## src/rtl/branch_predict_resolve.sv

```systemverilog
// rtl/branch_predict_resolve.sv - ID-stage branch resolution with bimodal BHT and statistics
// Decodes BOp against comparator flags, updates 2-bit counters, and raises mispredict/redirect.
module branch_predict_resolve #(
  parameter int         INDEX_BITS = 6,
  parameter logic [1:0] CNT_INIT   = 2'b01,
  parameter int         STAT_BITS  = 32
) (
  input  logic        clk,
  input  logic        reset,
  input  logic [31:0] if_pc,
  output logic        pred_taken,
  input  logic        id_valid,
  input  logic        id_stall,
  input  logic [31:0] id_pc,
  input  logic [3:0]  BOp,
  input  logic        More,
  input  logic        Zero,
  input  logic        Less,
  input  logic        id_pred,
  output logic        actual_taken,
  output logic        mispredict,
  output logic        redirect_to_target,
  output logic [31:0] branch_cnt,
  output logic [31:0] mispred_cnt
);

  localparam int                   ENTRIES  = 1 << INDEX_BITS;
  localparam logic [STAT_BITS-1:0] STAT_MAX = '1;
  localparam logic [STAT_BITS-1:0] STAT_ONE = {{(STAT_BITS-1){1'b0}}, 1'b1};

  logic [1:0]           r_bht [0:ENTRIES-1];
  logic [STAT_BITS-1:0] r_branch_cnt;
  logic [STAT_BITS-1:0] r_mispred_cnt;

  logic [INDEX_BITS-1:0] w_if_idx;
  logic [INDEX_BITS-1:0] w_id_idx;
  logic                  w_is_branch;
  logic                  w_taken;
  logic                  w_resolve;
  logic [1:0]            w_bht_cur;
  logic [1:0]            w_bht_nxt;
  logic                  w_unused;

  assign w_if_idx = if_pc[INDEX_BITS+1:2];
  assign w_id_idx = id_pc[INDEX_BITS+1:2];
  assign w_unused = ^{if_pc[31:INDEX_BITS+2], if_pc[1:0], id_pc[31:INDEX_BITS+2], id_pc[1:0]};

  always_comb begin
    w_is_branch = 1'b1;
    w_taken     = 1'b0;
    case (BOp)
      4'b0001: w_taken = Zero;
      4'b0010: w_taken = ~Zero;
      4'b0011: w_taken = Zero | Less;
      4'b0100: w_taken = More;
      4'b0101: w_taken = Less;
      4'b0110: w_taken = Zero | More;
      4'b0111: w_taken = Zero | More;
      default: w_is_branch = 1'b0;
    endcase
  end

  assign actual_taken       = w_is_branch & w_taken;
  assign w_resolve          = id_valid & ~id_stall & w_is_branch;
  assign mispredict         = w_resolve & (actual_taken != id_pred);
  assign redirect_to_target = mispredict & actual_taken;

  // Read port sees only registered table state; no same-cycle bypass.
  assign pred_taken = r_bht[w_if_idx][1];

  always_comb begin
    w_bht_cur = r_bht[w_id_idx];
    w_bht_nxt = w_bht_cur;
    if (actual_taken) begin
      if (w_bht_cur != 2'b11) w_bht_nxt = w_bht_cur + 2'b01;
    end else begin
      if (w_bht_cur != 2'b00) w_bht_nxt = w_bht_cur - 2'b01;
    end
  end

  always_ff @(posedge clk or posedge reset) begin
    if (reset) begin
      for (int i = 0; i < ENTRIES; i++) r_bht[i] <= CNT_INIT;
    end else if (w_resolve) begin
      r_bht[w_id_idx] <= w_bht_nxt;
    end
  end

  always_ff @(posedge clk or posedge reset) begin
    if (reset) begin
      r_branch_cnt  <= '0;
      r_mispred_cnt <= '0;
    end else begin
      if (w_resolve && r_branch_cnt != STAT_MAX) r_branch_cnt <= r_branch_cnt + STAT_ONE;
      if (mispredict && r_mispred_cnt != STAT_MAX) r_mispred_cnt <= r_mispred_cnt + STAT_ONE;
    end
  end

  assign branch_cnt  = 32'(r_branch_cnt);
  assign mispred_cnt = 32'(r_mispred_cnt);

endmodule

```

## config.mk

```make
export PLATFORM = sky130hd
export DESIGN_NAME = branch_predict_resolve
export DESIGN_NICKNAME = d
export VERILOG_FILES = /design/src/rtl/branch_predict_resolve.sv
export SDC_FILE = /design/constraint.sdc
export NUM_CORES = 1
export LEC_CHECK = 0
export CAP_MARGIN = 30
export CORE_UTILIZATION = 30
export CTS_CLUSTER_SIZE = 28
export DETAILED_ROUTE_END_ITERATION = 8
export PLACE_DENSITY = 0.61
export SLEW_MARGIN = 0
export SYNTH_ARGS = -nofsm -noshare
export SYNTH_HDL_FRONTEND = slang
export SYNTH_SLANG_ARGS = --single-unit
```

## constraint.sdc

```tcl
create_clock -name clk -period 6.1 [get_ports clk]
set_input_delay 1.22 -clock clk [delete_from_list [all_inputs] [get_ports clk]]
set_output_delay 1.22 -clock clk [all_outputs]
set_load 0.05 [all_outputs]
```

# ---- After elaboration in Yosys (flattened, before gate mapping)
# Index checks and enable logic that the tools add are counted.
dict set report totals {
  input_bits 76
  regBits 192
  out_inout_bits 68
  elab_cells 115
}
dict set report classes {
  bitwise_logic 11
  n_lt_le_gt_ge 3
  mux 14
  addsub 4
  n_eq_ne 11
  n_reduce_logical 6
}
# op count
set op_table {}
lappend op_table {{$bwmux 128} 1}
lappend op_table {{$add 32x1->32 const B} 2}
lappend op_table {{$ne 32x32->1 const B} 2}
lappend op_table {{$bmux 2 s6} 2}
lappend op_table {{$eq 4x3->1 const B} 4}
lappend op_table {{$mux 2} 8}
lappend op_table {{$ge 7x7->1 const B} 2}
lappend op_table {{$not 6->7} 2}
lappend op_table {{$demux 2 s6} 1}
lappend op_table {{$eq 4x2->1 const B} 2}
lappend op_table {{$lt 7x1->1 const B} 1}
lappend op_table {{$reduce_or 7->1} 1}
lappend op_table {{$pmux 1 s6} 1}
lappend op_table {{$and 1x1->1} 5}
lappend op_table {{$eq 4x1->1 const B} 1}
lappend op_table {{$logic_and 1x1->1} 3}
lappend op_table {{$add 2x1->2 const B} 1}
lappend op_table {{$ne 2x2->1 const B} 1}
lappend op_table {{$not 1->1} 2}
lappend op_table {{$or 1x1->1} 2}
lappend op_table {{$reduce_bool 2->1} 1}
lappend op_table {{$reduce_or 2->1} 1}
lappend op_table {{$sub 2x1->2 const B} 1}
lappend op_table {{$mux 1} 1}
lappend op_table {{$ne 1x1->1} 1}

# ---- Logic depth before layout (Yosys ltp)
# Gate-level depths: netlist (run 1).
dict set report logic_depth {
  depth_word 8
  depth_mapped 12
  mapped_depth_nobuf 8
}

# ---- Worst setup path before layout (run 1)
# No wires, ideal clock.
dict set report synth_timing {
  path_type {input port to output port}
  start {input if_pc[2]}
  end {output pred_taken}
  t_required_ns 4.880
  stages 5
  setup_slack_ns 1.334
  arrival_time_ns 3.546
  path_cell_list {clkbuf_1 -> buf_2 -> mux4_2 -> mux4_2 -> mux4_2}
}
dict set report synth_between {
  elab_chain_cells 4
}
# element line
set synth_rtl {}
lappend synth_rtl {{start: declaration} 10} ;# input logic [31:0] if_pc,
lappend synth_rtl {{$not 6->7 (not written as such)} 69} ;# assign pred_taken = r_bht[w_if_idx][1];
lappend synth_rtl {{$bmux 2 s6} 69}
lappend synth_rtl {{$mux 2 (not written as such) (2 in a row)} 69}
lappend synth_rtl {{end: declaration} 11} ;# output logic pred_taken,
# No other way between the ends. The select of a mux whose other input is x is not followed.

# ---- Final worst setup path (run 1)
dict set report layout_timing {
  start {input BOp[0]}
  end {output redirect_to_target}
}
dict set report layout_between {
  elab_chain_cells 7
  word_cells_on_any_way 16
  classes_between {8 x eq/ne; 2 x mux; 4 x bitwise; 2 x reduce/logical}
}
# element line
set layout_rtl {}
lappend layout_rtl {{start: declaration} 15} ;# input logic [3:0] BOp,
lappend layout_rtl {{$eq 4x3->1 (tied with other cells)} 51} ;# case (BOp)
lappend layout_rtl {{$reduce_or 2->1 (no line) or $reduce_or 7->1 (tied branches)} --}
lappend layout_rtl {{$pmux 1 s6 or $mux 1 (tied branches)} 51}
lappend layout_rtl {{$and 1x1->1} 63} ;# assign actual_taken = w_is_branch & w_taken;
lappend layout_rtl {{$ne 1x1->1} 65} ;# assign mispredict = w_resolve & (actual_taken != id_pred);
lappend layout_rtl {{$and 1x1->1} 65}
lappend layout_rtl {{$and 1x1->1 *} 66} ;# assign redirect_to_target = mispredict & actual_taken;
lappend layout_rtl {{end: declaration} 22} ;# output logic redirect_to_target,
# Every way passes the cells marked *; elsewhere a longest branch is shown, timed or not.

==> results of run 1 <==
registers in the layout, summed over array words and instances (netlist names):
register,flops
r_bht,128
branch_cnt,32
mispred_cnt,32
logic make-up after synthesis:
kind of cell | count (synthesis) | share of synthesized area, %
compound gates | 194 | 11.03
xor+xnor | 61 | 5.389
fa+ha+maj | 4 | 0.4670
buf+inv | 63 | 2.890
flops | 192 | 49.27
mux | 65 | 10.75
simple gates | 442 | 20.19
metrics by stage:
stage | hold WS (ns) | cell area, µm² | power [mW]
floorplan | 0.4395 | 9917 | 1.747
global placement | 0.4493 | 11240 | 1.896
detailed placement | 0.4523 | 11260 | 1.902
CTS | 0.4629 | 11870 | 3.106
global route | 0.4751 | 11870 | 3.205
finish | 0.4574 | 11870 | 3.075
power breakdown:
group	switching, mW	total [mW]	internal (mW)
Combinational	0.286	0.455	0.170
Clock	0.527	1.19	0.666
Sequential	0.0697	1.43	1.36
worst min-delay path by stage:
stage	start	endpoint	slack [ns]	cells after the start
3_3_place_gp	r_bht[24]	r_bht[24]	0.45	2
6_report	r_bht[28]	r_bht[28]	0.46	2
3_5_place_dp	r_bht[28]	r_bht[28]	0.45	2
2_1_floorplan	r_bht[82]	r_bht[82]	0.44	2
5_1_grt	r_bht[28]	r_bht[28]	0.48	2
4_1_cts	r_bht[28]	r_bht[28]	0.46	2
worst register-to-register path, stage by stage (launching register included):
cell     delay (ns)
dfrtp_1        0.41
mux2_2         0.27
a22o_1         0.22
a22oi_1        0.12
o21ai_0        0.18
a221o_1        0.41
nor2_1         0.21
maj3_2         0.22
buf_4          0.54
a21oi_1        0.19
cells in the final DEF (no fill, tap or decap), types with 32 or more instances in the layout:
| cell | n |
|---|---|
| o21ai_0 | 58 |
| dfrtp_1 | 128 |
| dfstp_2 | 64 |
| xnor2_1 | 47 |
| nand3_1 | 38 |
| mux4_2 | 32 |
| clkdlybuf4s50_1 | 87 |
| nor2_1 | 154 |
| nand2_1 | 154 |
| a21oi_1 | 79 |
final cells by class:
type	count	area, µm²
Fill cell	3259	20660
Sequential cell	192	4885
Multi-Input combinational cell	766	4743
Timing Repair Buffer	104	1032
Tap cell	442	553.0
Clock buffer	18	439.2
Clock inverter	13	176.4
Inverter	11	45.04
layer usage:
layer	vias up	GRT usage, %	routed length [µm]
li1	3723	-	-
met1	3809	22.11	11830
met2	257	25.05	11930
met3	22	4.041	2053
met4	0	4.533	321
met5	-	0	0
==> metrics.md, run 1 <==
| Metric | Value |
|---|---|
| Status | `complete, no violations` |
| Setup violations, final | `0` |
| Clock insertion delay at the later pin of the skew report | `0.44 ns` |
| GR Overflow Total | `0` |
| Die Ht | `between 150 and 200 µm` |
| Share of cells above drive strength 1 | `15.67%` |
| Pwr/cell area | `258.9 nW/µm²` |
| CP Launch Type | `input pin` |
| DR WL/cell | `16.91 µm` |
| Boundary pin count | `144` |
| Setup Buffers After CTS | `0` |
| CP bufs+invs | `2` |
| Synth Area per Inst | `about 9.7 µm²` |
| Pre-antenna DRT Iters | `5` |
| Worst Max-Slew Pin Slew | `0.9843 ns` |
| Crit path DAT | `just under 4 ns` |
| DRT Wirelength | `26140 µm` |
| Post-synthesis sequential area ratio | `49.27%` |
| Setup Crit Path Kind | `in2out` |
| Hold violation total from the final report | `0` |
| DP HPWL | `17030 µm` |
| Synth Register Bits | `roughly 190` |
| Cell taking the most area after synthesis | `dfrtp_1` |
| Post-synth ARST share | `100.0%` |
| Worst slew margin relative to its limit | `33.88%` |
| Main synth FF type | `dfrtp_1` |
| Crit path max-delay family | `buffers and inverters` |
| Crit-path cells | `clkdlybuf4s50_1 -> and2_1 -> a311oi_1 -> or4b_2 -> a21oi_2 -> and2_1 -> clkdlybuf4s50_1` |
| Skew final | `0.01418 ns` |
| Vias/cell | `5.052` |
| Post-cts resize count | `0` |
| VDD IR max | `about 0.28 mV` |
| Crit path time final | `5.142 ns` |
| Crit path largest cell delay | `between 0.7 and 0.8 ns` |
| Total CTS buffers | `17` |
| Num rows | `66` |
| Placed Instances | `approximately 1500` |
| Antenna violations before repair | `0` |
| Netlist cell types | `63` |
| Hold buffers post-CTS | `0` |
| Crit path max-delay cell type | `clkdlybuf4s50_1` |
| Clock sinks | `around 190` |
| CP Capture Point | `redirect_to_target` |
| Synthesis Warnings | `0` |
| Reg2reg setup slack | `3.19 ns` |
| Utilization after layout | `36.49%` |
| Final #Nets | `~1200` |
| Area Overhead vs Synth | `19.78%` |
| CTS H-tree depth | `4` |
| Max Root-Sink Buffers | `2` |
| Worst reg2reg path startpoint | `r_bht[73]` |
| Worst Setup End Kind | `primary output` |
| Crit share post-route | `~84%` |
| DRC Markers | `0` |
| Vias in the first global route | `7736` |
| R2R depth | `9` |
| Largest net degree at the start of global routing | `168` |
| Synth cell count leaders | `nand2_1, nor2_1, dfrtp_1` |
| Core area | `around 33000 µm²` |
| PnR worst setup slack | `around 0.96 ns` |
| N_diodes | `0` |
| Initial Util | `a little under a third` |
| Top-area cell type share of the netlist area | `32.31%` |
| Post-synth EDFFs | `0` |
| Worst slack, placed | `0.9435 ns` |
| Worst min-delay path category | `reg2reg` |
| WP data required | `4.88 ns` |
| Port Buffer Count | `91` |
| Syn nets | `1099` |
| RSZ-0062 raised after global routing | `false` |
| Setup TNS | `0 ns` |
| Crit path from | `BOp[0]` |
| Maximum clock rate | `194.5 MHz` |
| Vias | `roughly 7800` |
| Syn Inst Count | `1021` |
| Fin. max-slew vios | `0` |
| Mapped cell area | `9913 µm²` |
| Largest fanout on the critical path | `7` |
| Clk pin slew, worst setup/hold paths | `approximately 0.070 ns` |
| CTS tree | `yes` |
| MaxCap Viol Count | `0` |
| DIE AREA | `33780 µm²` |
| CP Depth | `7` |
| Clock root cell | `clkbuf_16` |
| Lkg Pwr | `roughly 4.6 nW` |
| Final Non-Filler Cells | `1546` |
| Routed Antenna Nets | `0` |
| Die width | `roughly 180 µm` |
| Reg2reg end | `r_bht[93]` |
| 1st-iter DRT viols | `741` |
| Tot GR Track Use | `16.11%` |
| Final Wtd Congestion | `0.7861` |
| First-pass GRT wire length | `around 43000 µm` |
| Top cells by area, synth | `dfrtp_1, dfstp_2, mux4_2` |
Power figures use the tool's default switching activity.
==> run 2, diff against run 1 <==
==> constraint.sdc (replaced) <==
create_clock -name clk -period 4.47 [get_ports clk]
set_input_delay 0.894 -clock clk [delete_from_list [all_inputs] [get_ports clk]]
set_output_delay 0.894 -clock clk [all_outputs]
set_load 0.05 [all_outputs]
==> metrics.md, run 2 (synthesis results as in run 1) <==
| Metric | Value |
|---|---|
| Clock sinks | `192` |
| Clk pin slew, worst setup/hold paths | `approximately 0.07 ns` |
| WP data required | `3.58 ns` |
| Tot GR Track Use | `16.55%` |
| Commonest non-fill, non-tap cells in the layout | `nand2_1, nor2_1, dfrtp_1` |
| Crit path largest cell delay | `roughly 0.52 ns` |
| Die width | `183.8 µm` |
| Clock root cell | `clkbuf_16` |
| VDD IR max | `roughly 0.28 mV` |
| Reg2reg end | `r_bht[5]` |
| Pre-antenna DRT Iters | `4` |
| GR Overflow Total | `0` |
| Setup violations, final | `0` |
| Core area | `32540 µm²` |
| Setup Crit Path Kind | `in2out` |
| Worst reg2reg path startpoint | `r_bht[73]` |
| Crit path max-delay family | `multiplexers` |
| Area Overhead vs Synth | `21.67%` |
| Boundary pin count | `144` |
| Hold endpoint | `r_bht[82]` |
| Die Ht | `183.8 µm` |
| CTS tree | `yes` |
| Total chip power | `4.175 mW` |
| Fin. max-slew vios | `0` |
| R2R depth | `9` |
| Setup Buffers After CTS | `0` |
| Share of cells above drive strength 1 | `17.08%` |
| Placed instance area | `approximately 11000 µm²` |
| Total CTS buffers | `17` |
| Vias/cell | `roughly 5` |
| Reg2reg setup slack | `1.73 ns` |
| Vias in the first global route | `between 7000 and 8000` |
| Crit-path cells | `clkdlybuf4s50_1 -> buf_12 -> mux4_2 -> mux4_2 -> mux4_2 -> buf_4` |
| Hold violation total from the final report | `0` |
| Maximum clock rate | `236.9 MHz` |
| Vias | `slightly below 8000` |
| Hold buffers post-CTS | `0` |
| Fill cells | `3272` |
| Worst slew margin relative to its limit | `39.87%` |
| Post-cts resize count | `0` |
| Worst min-delay path category | `reg2reg` |
| Crit path max-delay cell type | `mux4_2` |
| Largest Register | `r_bht` |
| Num rows | `66` |
| Worst Max-Slew Pin Slew | `0.9001 ns` |
| CTS H-tree depth | `4` |
| DIE AREA | `33780 µm²` |
| DP HPWL | `between 15000 and 20000 µm` |
| Largest net degree at the start of global routing | `69` |
| Final #Nets | `approximately 1200` |
| DRT Wirelength | `26430 µm` |
| DR WL/cell | `16.88 µm` |
| Placed Instances | `1534` |
| Skew final | `0.01605 ns` |
| Crit path DAT | `~3.3 ns` |
| Cell area after layout | `roughly 12000 µm²` |
| Final Wtd Congestion | `between 0.8 and 0.9` |
| Status | `complete, no violations` |
| Antenna violations before repair | `0` |
| Initial Util | `30.47%` |
| CP bufs+invs | `3` |
| Crit path time final | `4.221 ns` |
| Cell mode on critical path | `mux4_2` |
| Max FFs per register | `128` |
| CP Launch Type | `input pin` |
| Crit share post-route | `94.44%` |
| Port Buffer Count | `91` |
| Pwr/cell area | `approximately 350 nW/µm²` |
| Max Root-Sink Buffers | `2` |
| DRC Markers | `0` |
| Worst Setup End Kind | `primary output` |
| MaxCap Viol Count | `0` |
| Clock insertion delay at the later pin of the skew report | `~0.45 ns` |
| Worst hold stages | `2` |
| 1st-iter DRT viols | `658` |
| RSZ-0062 raised after global routing | `false` |
| Lkg Pwr | `4.687 nW` |
| Min-delay src | `r_bht[82]` |
| Routed Antenna Nets | `0` |
| WHS | `0.4620 ns` |
| Largest fanout on the critical path | `16` |
| N_diodes | `0` |
| Setup TNS | `0 ns` |
| Final Non-Filler Cells | `between 1500 and 2000` |
| First-pass GRT wire length | `43400 µm` |
==> run 2: cell types whose count changed in the layout (fill, tap and decap cells not counted), moves of 2 or more <==
| cell | delta |
|---|---|
| inv_6 | -3 |
| clkinv_4 | +3 |
| clkdlybuf4s50_1 | -3 |
| buf_12 | +6 |
| buf_4 | +17 |
| clkbuf_1 | +2 |
| clkinv_1 | +2 |
| inv_8 | -2 |
==> run 2: area by class of cell <==
type / count / area (µm²) / area share (%)
clock buffer: 19 / 432.9 / 3.589
clock inverter: 13 / 163.9 / 1.359
multi-input combinational: 766 / 4743 / 39.33
tap: 442 / 553.0 / 4.585
inverter: 11 / 45.04 / 0.3734
sequential: 192 / 4885 / 40.50
timing repair buffer: 123 / 1239 / 10.27
==> run 2: how the worst max path moves through the flow <==
stage            endpoint  depth (start not counted)     start
3_5_place_dp   pred_taken                          6  if_pc[2]
2_1_floorplan  pred_taken                          5  if_pc[2]
6_report       pred_taken                          6  if_pc[2]
4_1_cts        pred_taken                          6  if_pc[2]
5_1_grt        pred_taken                          6  if_pc[2]
3_3_place_gp   pred_taken                          6  if_pc[2]
==> run 2: report_power, final <==
part / internal (mW) / switching [mW]
sequential: 1.85 / 0.0961
clock: 0.882 / 0.707
combinational: 0.247 / 0.393
==> run 2: metal layers <==
metal	GRT usage (%)	vias up	share of wire (%)
li1	-	3749	-
met3	4.616	34	7.1
met5	0	-	0
met4	5.867	0	2.0
met1	21.92	3900	45
met2	25.82	226	46
==> run 2: tightest hold or removal path, stage by stage, from the launching register on <==
cell	delay, ns
dfstp_2	0.37
nand2_1	0.04
o21ai_1	0.05
==> run 2: metrics by stage <==
stage / setup slack (ns) / util (%)
2_1_floorplan: 0.3563 / -
3_3_place_gp: 0.2446 / 35.24
3_5_place_dp: 0.2385 / 35.24
4_1_cts: 0.2399 / 37.07
5_1_grt: 0.1772 / 37.07
6_report: 0.2485 / 37.07
